**config.mk**
```make
export PLATFORM = sky130hd
export DESIGN_NAME = mem_port_arbiter_flat
export DESIGN_NICKNAME = d
export VERILOG_FILES = /design/src/rtl/mem_port_arbiter_pkg.sv /design/src/rtl/mem_port_arbiter_if.sv /design/src/rtl/mem_port_arbiter_arb_grant_sel.sv /design/src/rtl/mem_port_arbiter.sv /design/src/flat_wrapper.sv
export SDC_FILE = /design/constraint.sdc
export NUM_CORES = 1
export LEC_CHECK = 0
export CORE_AREA = 3 3 112 114
export CTS_BUF_LIST = sky130_fd_sc_hd__clkbuf_4 sky130_fd_sc_hd__clkbuf_8
export DETAILED_ROUTE_END_ITERATION = 10
export DIE_AREA = 0 0 115 117
export HOLD_SLACK_MARGIN = 0.06
export PLACE_DENSITY = 0.8
export SETUP_SLACK_MARGIN = 0.3
export SLEW_MARGIN = 20
export SYNTH_ARGS = -nofsm -noshare
export SYNTH_HDL_FRONTEND = slang
export SYNTH_HIERARCHICAL = 1
export SYNTH_SLANG_ARGS = --single-unit
```
**constraint.sdc**
```tcl
create_clock -name clk -period 4.3 [get_ports clk]
set_input_delay 0.86 -clock clk [delete_from_list [all_inputs] [get_ports clk]]
set_output_delay 0.86 -clock clk [all_outputs]
set_load 0.01 [all_outputs]
```
**src/rtl/mem_port_arbiter_pkg.sv**
```systemverilog
// Shared definitions for the unified-memory port arbiter: FSM state and port encodings.
// INTERNAL_BITS falls back to 32 when the CPU build has not set it already.
`ifndef INTERNAL_BITS
`define INTERNAL_BITS 32
`endif

package mem_port_arbiter_pkg;

    typedef enum logic [1:0] {
        ARB_IDLE = 2'b00,
        ARB_IF   = 2'b01,
        ARB_D    = 2'b10
    } arb_state_e;

    typedef enum logic {
        ARB_PORT_IF = 1'b0,
        ARB_PORT_D  = 1'b1
    } arb_port_e;

    localparam int ARB_DATA_BITS = `INTERNAL_BITS;

    function automatic arb_port_e arb_other_port(arb_port_e p);
        return (p == ARB_PORT_D) ? ARB_PORT_IF : ARB_PORT_D;
    endfunction

endpackage

```
**src/rtl/mem_port_arbiter_if.sv**
```systemverilog
// Bundle of the IF/MEM request ports, memory-side signals and stall.
// The master side is the pipeline plus memory; the slave side is the arbiter.
interface mem_port_arbiter_if #(
    parameter int ADDR_BITS = 16,
    parameter int DATA_BITS = `INTERNAL_BITS
);
    logic                 if_req;
    logic [ADDR_BITS-1:0] if_addr;
    logic                 if_flush;
    logic [DATA_BITS-1:0] if_rdata;
    logic                 if_ready;
    logic                 d_req;
    logic                 d_we;
    logic [ADDR_BITS-1:0] d_addr;
    logic [DATA_BITS-1:0] d_wdata;
    logic [DATA_BITS-1:0] d_rdata;
    logic                 d_ready;
    logic                 mem_en;
    logic                 mem_we;
    logic [ADDR_BITS-1:0] mem_addr;
    logic [DATA_BITS-1:0] mem_wdata;
    logic [DATA_BITS-1:0] mem_rdata;
    logic                 stall;

    modport master (
        output if_req, if_addr, if_flush, d_req, d_we, d_addr, d_wdata, mem_rdata,
        input  if_rdata, if_ready, d_rdata, d_ready, mem_en, mem_we, mem_addr, mem_wdata, stall
    );

    modport slave (
        input  if_req, if_addr, if_flush, d_req, d_we, d_addr, d_wdata, mem_rdata,
        output if_rdata, if_ready, d_rdata, d_ready, mem_en, mem_we, mem_addr, mem_wdata, stall
    );
endinterface

```
**src/rtl/mem_port_arbiter_arb_grant_sel.sv**
```systemverilog
// Combinational winner select between the fetch and data ports.
// MEM_ARB_RR_EN: round-robin on contention via rr_ptr; otherwise data always wins.
module arb_grant_sel
    import mem_port_arbiter_pkg::*;
(
    input  logic      if_req,
    input  logic      d_req,
`ifdef MEM_ARB_RR_EN
    input  arb_port_e rr_ptr,
`endif
    output logic      gnt_valid,
    output arb_port_e gnt_port
);

    always_comb begin
        gnt_valid = if_req | d_req;
        gnt_port  = ARB_PORT_D;
`ifdef MEM_ARB_RR_EN
        if (if_req && d_req) begin
            gnt_port = rr_ptr;
        end else if (if_req) begin
            gnt_port = ARB_PORT_IF;
        end
`else
        if (if_req && !d_req) begin
            gnt_port = ARB_PORT_IF;
        end
`endif
    end

endmodule

```
**src/rtl/mem_port_arbiter.sv**
```systemverilog
// Shares one fixed-latency memory between instruction fetch and data access.
// MEM_ARB_RR_EN selects round-robin arbitration; undefined gives fixed data priority.
//
// state    | meaning
// ARB_IDLE | arbitration cycle, memory idle
// ARB_IF   | fetch access in flight, MEM_LAT cycles
// ARB_D    | load/store access in flight, MEM_LAT cycles
module mem_port_arbiter
    import mem_port_arbiter_pkg::*;
#(
    parameter int ADDR_BITS = 16,
    parameter int DATA_BITS = `INTERNAL_BITS,
    parameter int MEM_LAT   = 2
) (
    input logic               clk,
    input logic               rst,
    mem_port_arbiter_if.slave bus
);

    localparam int                  CNT_BITS = (MEM_LAT > 1) ? $clog2(MEM_LAT) : 1;
    localparam logic [CNT_BITS-1:0] CNT_LOAD = CNT_BITS'(MEM_LAT - 1);

    arb_state_e          state;
    logic [CNT_BITS-1:0] cnt;
    logic                if_cancel;
    logic                if_pend;
    logic                d_pend;
    logic                gnt_valid;
    arb_port_e           gnt_port;

    // A port whose ready pulses this cycle is finished; masking it blocks a duplicate grant.
    assign if_pend   = bus.if_req & ~bus.if_ready;
    assign d_pend    = bus.d_req & ~bus.d_ready;
    assign bus.stall = ~rst & (if_pend | d_pend);

`ifdef MEM_ARB_RR_EN
    arb_port_e rr_ptr;

    always_ff @(posedge clk or posedge rst) begin
        if (rst) begin
            rr_ptr <= ARB_PORT_D;
        end else if (state == ARB_IDLE && gnt_valid) begin
            rr_ptr <= arb_other_port(gnt_port);
        end
    end

    arb_grant_sel u_grant_sel (
        .if_req    (if_pend),
        .d_req     (d_pend),
        .rr_ptr    (rr_ptr),
        .gnt_valid (gnt_valid),
        .gnt_port  (gnt_port)
    );
`else
    arb_grant_sel u_grant_sel (
        .if_req    (if_pend),
        .d_req     (d_pend),
        .gnt_valid (gnt_valid),
        .gnt_port  (gnt_port)
    );
`endif

    always_ff @(posedge clk or posedge rst) begin
        if (rst) begin
            state         <= ARB_IDLE;
            cnt           <= '0;
            if_cancel     <= 1'b0;
            bus.if_rdata  <= '0;
            bus.if_ready  <= 1'b0;
            bus.d_rdata   <= '0;
            bus.d_ready   <= 1'b0;
            bus.mem_en    <= 1'b0;
            bus.mem_we    <= 1'b0;
            bus.mem_addr  <= '0;
            bus.mem_wdata <= '0;
        end else begin
            bus.if_ready <= 1'b0;
            bus.d_ready  <= 1'b0;
            case (state)
                ARB_IDLE: begin
                    if (gnt_valid) begin
                        cnt        <= CNT_LOAD;
                        if_cancel  <= 1'b0;
                        bus.mem_en <= 1'b1;
                        if (gnt_port == ARB_PORT_D) begin
                            state         <= ARB_D;
                            bus.mem_we    <= bus.d_we;
                            bus.mem_addr  <= ADDR_BITS'(bus.d_addr);
                            bus.mem_wdata <= DATA_BITS'(bus.d_wdata);
                        end else begin
                            state        <= ARB_IF;
                            bus.mem_we   <= 1'b0;
                            bus.mem_addr <= ADDR_BITS'(bus.if_addr);
                        end
                    end
                end
                ARB_IF: begin
                    if (cnt == '0) begin
                        state      <= ARB_IDLE;
                        bus.mem_en <= 1'b0;
                        if_cancel  <= 1'b0;
                        // A redirected fetch still finishes on the memory, but nobody wants its word.
                        if (!(if_cancel || bus.if_flush)) begin
                            bus.if_rdata <= DATA_BITS'(bus.mem_rdata);
                            bus.if_ready <= 1'b1;
                        end
                    end else begin
                        cnt <= cnt - CNT_BITS'(1);
                        if (bus.if_flush) begin
                            if_cancel <= 1'b1;
                        end
                    end
                end
                ARB_D: begin
                    if (cnt == '0) begin
                        state       <= ARB_IDLE;
                        bus.mem_en  <= 1'b0;
                        bus.mem_we  <= 1'b0;
                        bus.d_ready <= 1'b1;
                        if (!bus.mem_we) begin
                            bus.d_rdata <= DATA_BITS'(bus.mem_rdata);
                        end
                    end else begin
                        cnt <= cnt - CNT_BITS'(1);
                    end
                end
                default: begin
                    state      <= ARB_IDLE;
                    bus.mem_en <= 1'b0;
                    bus.mem_we <= 1'b0;
                end
            endcase
        end
    end

endmodule

```
**src/flat_wrapper.sv**
```systemverilog
// flat-port wrapper written by rule: the top's interface ports become plain ports
module mem_port_arbiter_flat import mem_port_arbiter_pkg::*;
#(
    parameter int ADDR_BITS = 16,
    parameter int DATA_BITS = `INTERNAL_BITS,
    parameter int MEM_LAT   = 2
)
  (clk, rst, bus_if_req, bus_if_addr, bus_if_flush, bus_d_req, bus_d_we, bus_d_addr, bus_d_wdata, bus_mem_rdata, bus_if_rdata, bus_if_ready, bus_d_rdata, bus_d_ready, bus_mem_en, bus_mem_we, bus_mem_addr, bus_mem_wdata, bus_stall);
  mem_port_arbiter_if #(.ADDR_BITS(ADDR_BITS), .DATA_BITS(DATA_BITS)) bus_i ();
  input logic clk;
  input logic rst;
  input wire logic [$bits(bus_i.if_req)-1:0] bus_if_req;
  input wire logic [$bits(bus_i.if_addr)-1:0] bus_if_addr;
  input wire logic [$bits(bus_i.if_flush)-1:0] bus_if_flush;
  input wire logic [$bits(bus_i.d_req)-1:0] bus_d_req;
  input wire logic [$bits(bus_i.d_we)-1:0] bus_d_we;
  input wire logic [$bits(bus_i.d_addr)-1:0] bus_d_addr;
  input wire logic [$bits(bus_i.d_wdata)-1:0] bus_d_wdata;
  input wire logic [$bits(bus_i.mem_rdata)-1:0] bus_mem_rdata;
  output wire logic [$bits(bus_i.if_rdata)-1:0] bus_if_rdata;
  output wire logic [$bits(bus_i.if_ready)-1:0] bus_if_ready;
  output wire logic [$bits(bus_i.d_rdata)-1:0] bus_d_rdata;
  output wire logic [$bits(bus_i.d_ready)-1:0] bus_d_ready;
  output wire logic [$bits(bus_i.mem_en)-1:0] bus_mem_en;
  output wire logic [$bits(bus_i.mem_we)-1:0] bus_mem_we;
  output wire logic [$bits(bus_i.mem_addr)-1:0] bus_mem_addr;
  output wire logic [$bits(bus_i.mem_wdata)-1:0] bus_mem_wdata;
  output wire logic [$bits(bus_i.stall)-1:0] bus_stall;
  assign bus_i.if_req = bus_if_req;
  assign bus_i.if_addr = bus_if_addr;
  assign bus_i.if_flush = bus_if_flush;
  assign bus_i.d_req = bus_d_req;
  assign bus_i.d_we = bus_d_we;
  assign bus_i.d_addr = bus_d_addr;
  assign bus_i.d_wdata = bus_d_wdata;
  assign bus_i.mem_rdata = bus_mem_rdata;
  assign bus_if_rdata = bus_i.if_rdata;
  assign bus_if_ready = bus_i.if_ready;
  assign bus_d_rdata = bus_i.d_rdata;
  assign bus_d_ready = bus_i.d_ready;
  assign bus_mem_en = bus_i.mem_en;
  assign bus_mem_we = bus_i.mem_we;
  assign bus_mem_addr = bus_i.mem_addr;
  assign bus_mem_wdata = bus_i.mem_wdata;
  assign bus_stall = bus_i.stall;
  mem_port_arbiter #(.ADDR_BITS(ADDR_BITS), .DATA_BITS(DATA_BITS), .MEM_LAT(MEM_LAT)) u_core (.clk(clk), .rst(rst), .bus(bus_i));
endmodule
```
# Yosys cells after proc, flatten, opt, wreduce, memory -nomap -nowiden
# Cells that the tools add are included.
# op_classes
bitwise	12
n_reduce_logical	15
n_eq_ne	6
mux	22
addsub	1
# op_table
op	n
$mux W16	1
$reduce_and A3 Y1	5
$mux W1	13
$not A1 Y1	8
$mux W2	3
$pmux W1 S2	3
$reduce_and A2 Y1	3
$ne A2 B2 Y1 const B	2
$pmux W2 S2	1
$reduce_bool A2 Y1	2
$and A1 B1 Y1	3
$ne A3 B3 Y1 const B	1
$pmux W1 S3	1
$eq A2 B1 Y1 const B	1
$eq A2 B2 Y1 const B	1
$logic_not A2 Y1	1
$ne A2 B1 Y1 const B	1
$reduce_or A2 Y1	1
$logic_and A1 B1 Y1	1
$logic_not A1 Y1	1
$logic_or A1 B1 Y1	1
$or A1 B1 Y1	1
$sub A1 B1 Y1 const B	1
# word_totals
input_bits	102
elab_cells	67
ff_bits	120

# Longest topological paths before layout
# logic_depth
depth_word	7
mapped_depth	7
mapped_depth_nobuf	5

# Cells and area by module
# The synthesis kept the hierarchy.
# modules_own_cells
module	cells_per_inst	area_each_um2	instances	seq_area_each_um2
mem_port_arbiter	317	4922.2	1	3002.9
arb_grant_sel	2	12.5	1	0.0

# Least setup slack after synthesis
# Ideal clock, no wire load.
# synth_path
path_kind	input-to-reg
from	in bus_d_req
to	reg u_core.bus.mem_wdata[0]
t_required_ps	4175
t_arrival_ps	2116
path_slack_ps	2060
setup_ps	125
cell_stages	7
path_cell_list	nor2b_1 or2_1 and2_1 buf_4 nand2_2 buf_4 mux2_2
# synth_via
word_cells_on_any_way	6
classes_between	3 x bitwise; 3 x reduce/logical
# synth_lines
element	line	source
start, declared	flat_wrapper.sv:15	input wire logic [$bits(bus_i.d_req)-1:0] bus_d_req;
$and A1 B1 Y1	mem_port_arbiter.sv:33	assign d_pend = bus.d_req & ~bus.d_ready;
$or A1 B1 Y1	mem_port_arbiter_arb_grant_sel.sv:16	gnt_valid = if_req | d_req;
named net u_core.gnt_valid	mem_port_arbiter.sv:28	logic gnt_valid;
$reduce_and A3 Y1 (no line)	n/a	
end signal, assigned	mem_port_arbiter.sv:89	bus.mem_wdata <= DATA_BITS'(bus.d_wdata);
end, declared	mem_port_arbiter_if.sv:32	output if_rdata, if_ready, d_rdata, d_ready, mem_en, mem_we, mem_addr, mem_wdata, stall
# The timed path passes the listed nets, and every way through them passes these cells.
# A chain may end at the register's enable or synchronous reset.

# Worst setup path after layout
# layout_path
from	in bus_if_req
to	out bus_stall
# layout_via
elab_chain_cells	3
# layout_rtl
element	line	source
start, declared	flat_wrapper.sv:12	input wire logic [$bits(bus_i.if_req)-1:0] bus_if_req;
$and A1 B1 Y1	mem_port_arbiter.sv:32	assign if_pend = bus.if_req & ~bus.if_ready;
named net u_core.if_pend	mem_port_arbiter.sv:26	logic if_pend;
$or A1 B1 Y1	mem_port_arbiter.sv:34	assign bus.stall = ~rst & (if_pend | d_pend);
$and A1 B1 Y1	mem_port_arbiter.sv:34	
end, declared	flat_wrapper.sv:28	output wire logic [$bits(bus_i.stall)-1:0] bus_stall;
# The timed path passes the listed nets, and every way through them passes these cells.

==> flow_metrics.tcl <==
set metrics [dict create \
    overflow 0 \
    clk_latency_ps 420 \
    cts.repair.resized 0 \
    synth_flop_cell "dfrtp_1" \
    syn-instance-count 319 \
    num_vias 3422 \
    grt_pass1_vias 3771 \
    worstSetupStartpointType "primary input" \
    yosys_warnings 6 \
    yosysMostFrequentCell "dfrtp_1" \
    syn-cell-area_um2 4930 \
    die_h_um 117 \
    fillers 867 \
    antenna_found_initial 0 \
    critPathSlowestCell "clkdlybuf4s50_1" \
    seqCellArea_um2 3000 \
    hpwl_um 9170 \
    area_growth_pct 55.0 \
    htreeDepth 4 \
    cts_sinks 120 \
    power.density_nw_per_um2 738 \
    min_from "u_core/bus.if_rdata[11]" \
    grt_max_degree 45 \
    io_pins 219 \
    synth_edf_count 0 \
    finalInstanceArea_um2 7650 \
    antennaDiodeCount 0 \
    clk_path_buf_depth 2 \
    layout.cells.non_filler 703 \
    final.period_utilization_pct 72.8 \
    synth_area_leaders "dfrtp_1 (61%), mux2_2 (15%), mux2_4 (9.1%)" \
    cts.clk_slew.worst_paths_ps 60 \
    drc 0 \
    cp_slowest_stage_delay_ps 540 \
    die_w_um 115 \
    end_kind "output port" \
    drtIter0Drc 153 \
    async_flop_share_pct 100 \
    multi_input_area_um2 1760 \
    ctsHoldBuffers 0 \
    rsz0062_at_grt "no" \
    outcome "completed" \
    finalSetupViolations 0 \
    path_cells "clkdlybuf4s50_1, nor2b_1, nor2_1, nor2_1, clkdlybuf4s50_1" \
    slew_violations 0 \
    initial_core_util_pct 42.9 \
    yosysSeqAreaShare_pct 60.9 \
    ys_ff_latch 120 \
    synth.distinct_cells 29 \
    power.total_mw 5.65 \
    postCtsSetupRepairBufs 0 \
    worst_ir_drop_vdd_v 0.000365 \
    r2r_start "u_core/state[0]" \
    worstMarginPinSlew_ps 951 \
    antenna_left 0 \
    path_delay_family "buffers and inverters" \
    yosys-top-cells-count "dfrtp_1 (120), mux2_2 (65), mux2_4 (30)" \
    io_buffers 218 \
    cp_max_fo 3 \
    arrival_ps 2270 \
    p_leak_nw 3.33 \
    synth_top_area_share_pct 60.9 \
    hold_violations 0 \
    slew_headroom_pct 36.4 \
    cts_made_buffers 17 \
    hp-class "reg -> reg" \
    cp.required_ps 3440 \
    via_per_inst 4.87 \
    layout-drive-gt1-share_pct 24.8 \
    root_buffer "clkbuf_8" \
    track_usage_pct 18.6 \
    cts_tree "yes" \
    nets 654 \
    maxClockFrequency_mhz 320 \
    routedWlPerCell_um 17.6 \
    core_area_um2 11500 \
    finClkSkew_ps 9.21 \
    synth.largest_area_cell "dfrtp_1" \
    timing.critical_path.from "bus_if_req" \
    synth.avg_cell_area_um2 15.5 \
    crit_type "in -> out" \
    min_period_ps 3130 \
    place.gp.congestion 0.791 \
    grt_pass1_wl_um 19100 \
    place_area_um2 7210 \
    dieArea_um2 13500 \
    fin_setup_tns_ps 0 \
    syn_nets 426 \
    cap_violations 0 \
    routed_wl_um 12400 \
    dr.pass1.iters 4 \
    cp_num_buf_inv 2 \
    num_rows 39 \
    placedCellCount 671 \
]
==> kinds of logic (layout without fill, tap and decap cells) <==
kind of cell / count (synthesis) / in the layout / synth area share [%]
adder cells (fa/ha/maj): 5 / 5 / 1.27
AND/OR/NAND/NOR: 35 / 35 / 3.78
AO/OA/AOI/OAI: 28 / 28 / 3.22
flip-flops: 120 / 120 / 60.9
buffers and inverters: 19 / 260 / 3.45
multiplexers: 112 / 112 / 27.4
==> power breakdown <==
group          total [mW]  internal (mW)  switching [mW]
Combinational        2.56           1.60           0.952
Clock                1.10          0.677           0.425
Sequential           1.99           1.68           0.312
Total                5.65           3.96            1.69
==> layer usage <==
| layer | share of wire, % | GRT usage [%] | vias up |
|---|---|---|---|
| met5 | 0 | 0 | - |
| met1 | 37 | 20.5 | 1697 |
| met4 | 1.5 | 6.34 | 0 |
| li1 | - | - | 1571 |
| met3 | 8.7 | 7.87 | 16 |
| met2 | 52 | 32.3 | 138 |
==> cell type report <==
type | count | share of cell area (%)
timing repair buffer | 225 | 29.4
clock buffer | 25 | 4.33
sequential | 120 | 39.3
tap | 143 | 2.34
clock inverter | 7 | 1.47
multi-input combinational | 180 | 23.0
inverter | 3 | 0.196
==> state kept, by name (all words and copies together), names as in the netlist <==
name	count
u_core/bus.d_ready	1
u_core/bus.d_rdata	32
u_core/cnt	1
u_core/bus.mem_we	1
u_core/state	2
u_core/if_cancel	1
u_core/bus.mem_addr	16
u_core/bus.if_ready	1
u_core/bus.if_rdata	32
u_core/bus.mem_en	1
u_core/bus.mem_wdata	32
==> worst paths after layout <==
check | endpoint | cells after the start | slack (ps)
worst max register to register | u_core/bus.d_rdata[29] | 6 | 1800
min in group asynchronous | u_core/bus.mem_wdata[15] | 2 | 860
worst max-delay path | bus_stall | 5 | 1170
worst min register to register | u_core/bus.if_rdata[11] | 1 | 490
max in group asynchronous | u_core/bus.if_rdata[26] | 3 | 2700
worst min-delay path | u_core/bus.if_rdata[11] | 1 | 490
==> layout by cell type (no fill, tap or decap), drive strengths merged, types with 7 or more instances in the layout <==
master	count
clkdlybuf4s50	218
dfrtp	120
nor2	20
clkbuf	25
mux2i	16
mux2	96
a21oi	20
buf	7
==> per-stage QoR <==
step           utilization, %  worst slack (ps)  hold WS, ps
3_3_place_gp             62.6              1050          487
2_1_floorplan               -              1970          516
3_5_place_dp             62.6               922          478
6_report                 66.4              1170          489
5_1_grt                  66.4              1080          513
4_1_cts                  66.4              1130          493
No activity file was read; power rests on OpenSTA's default activity.
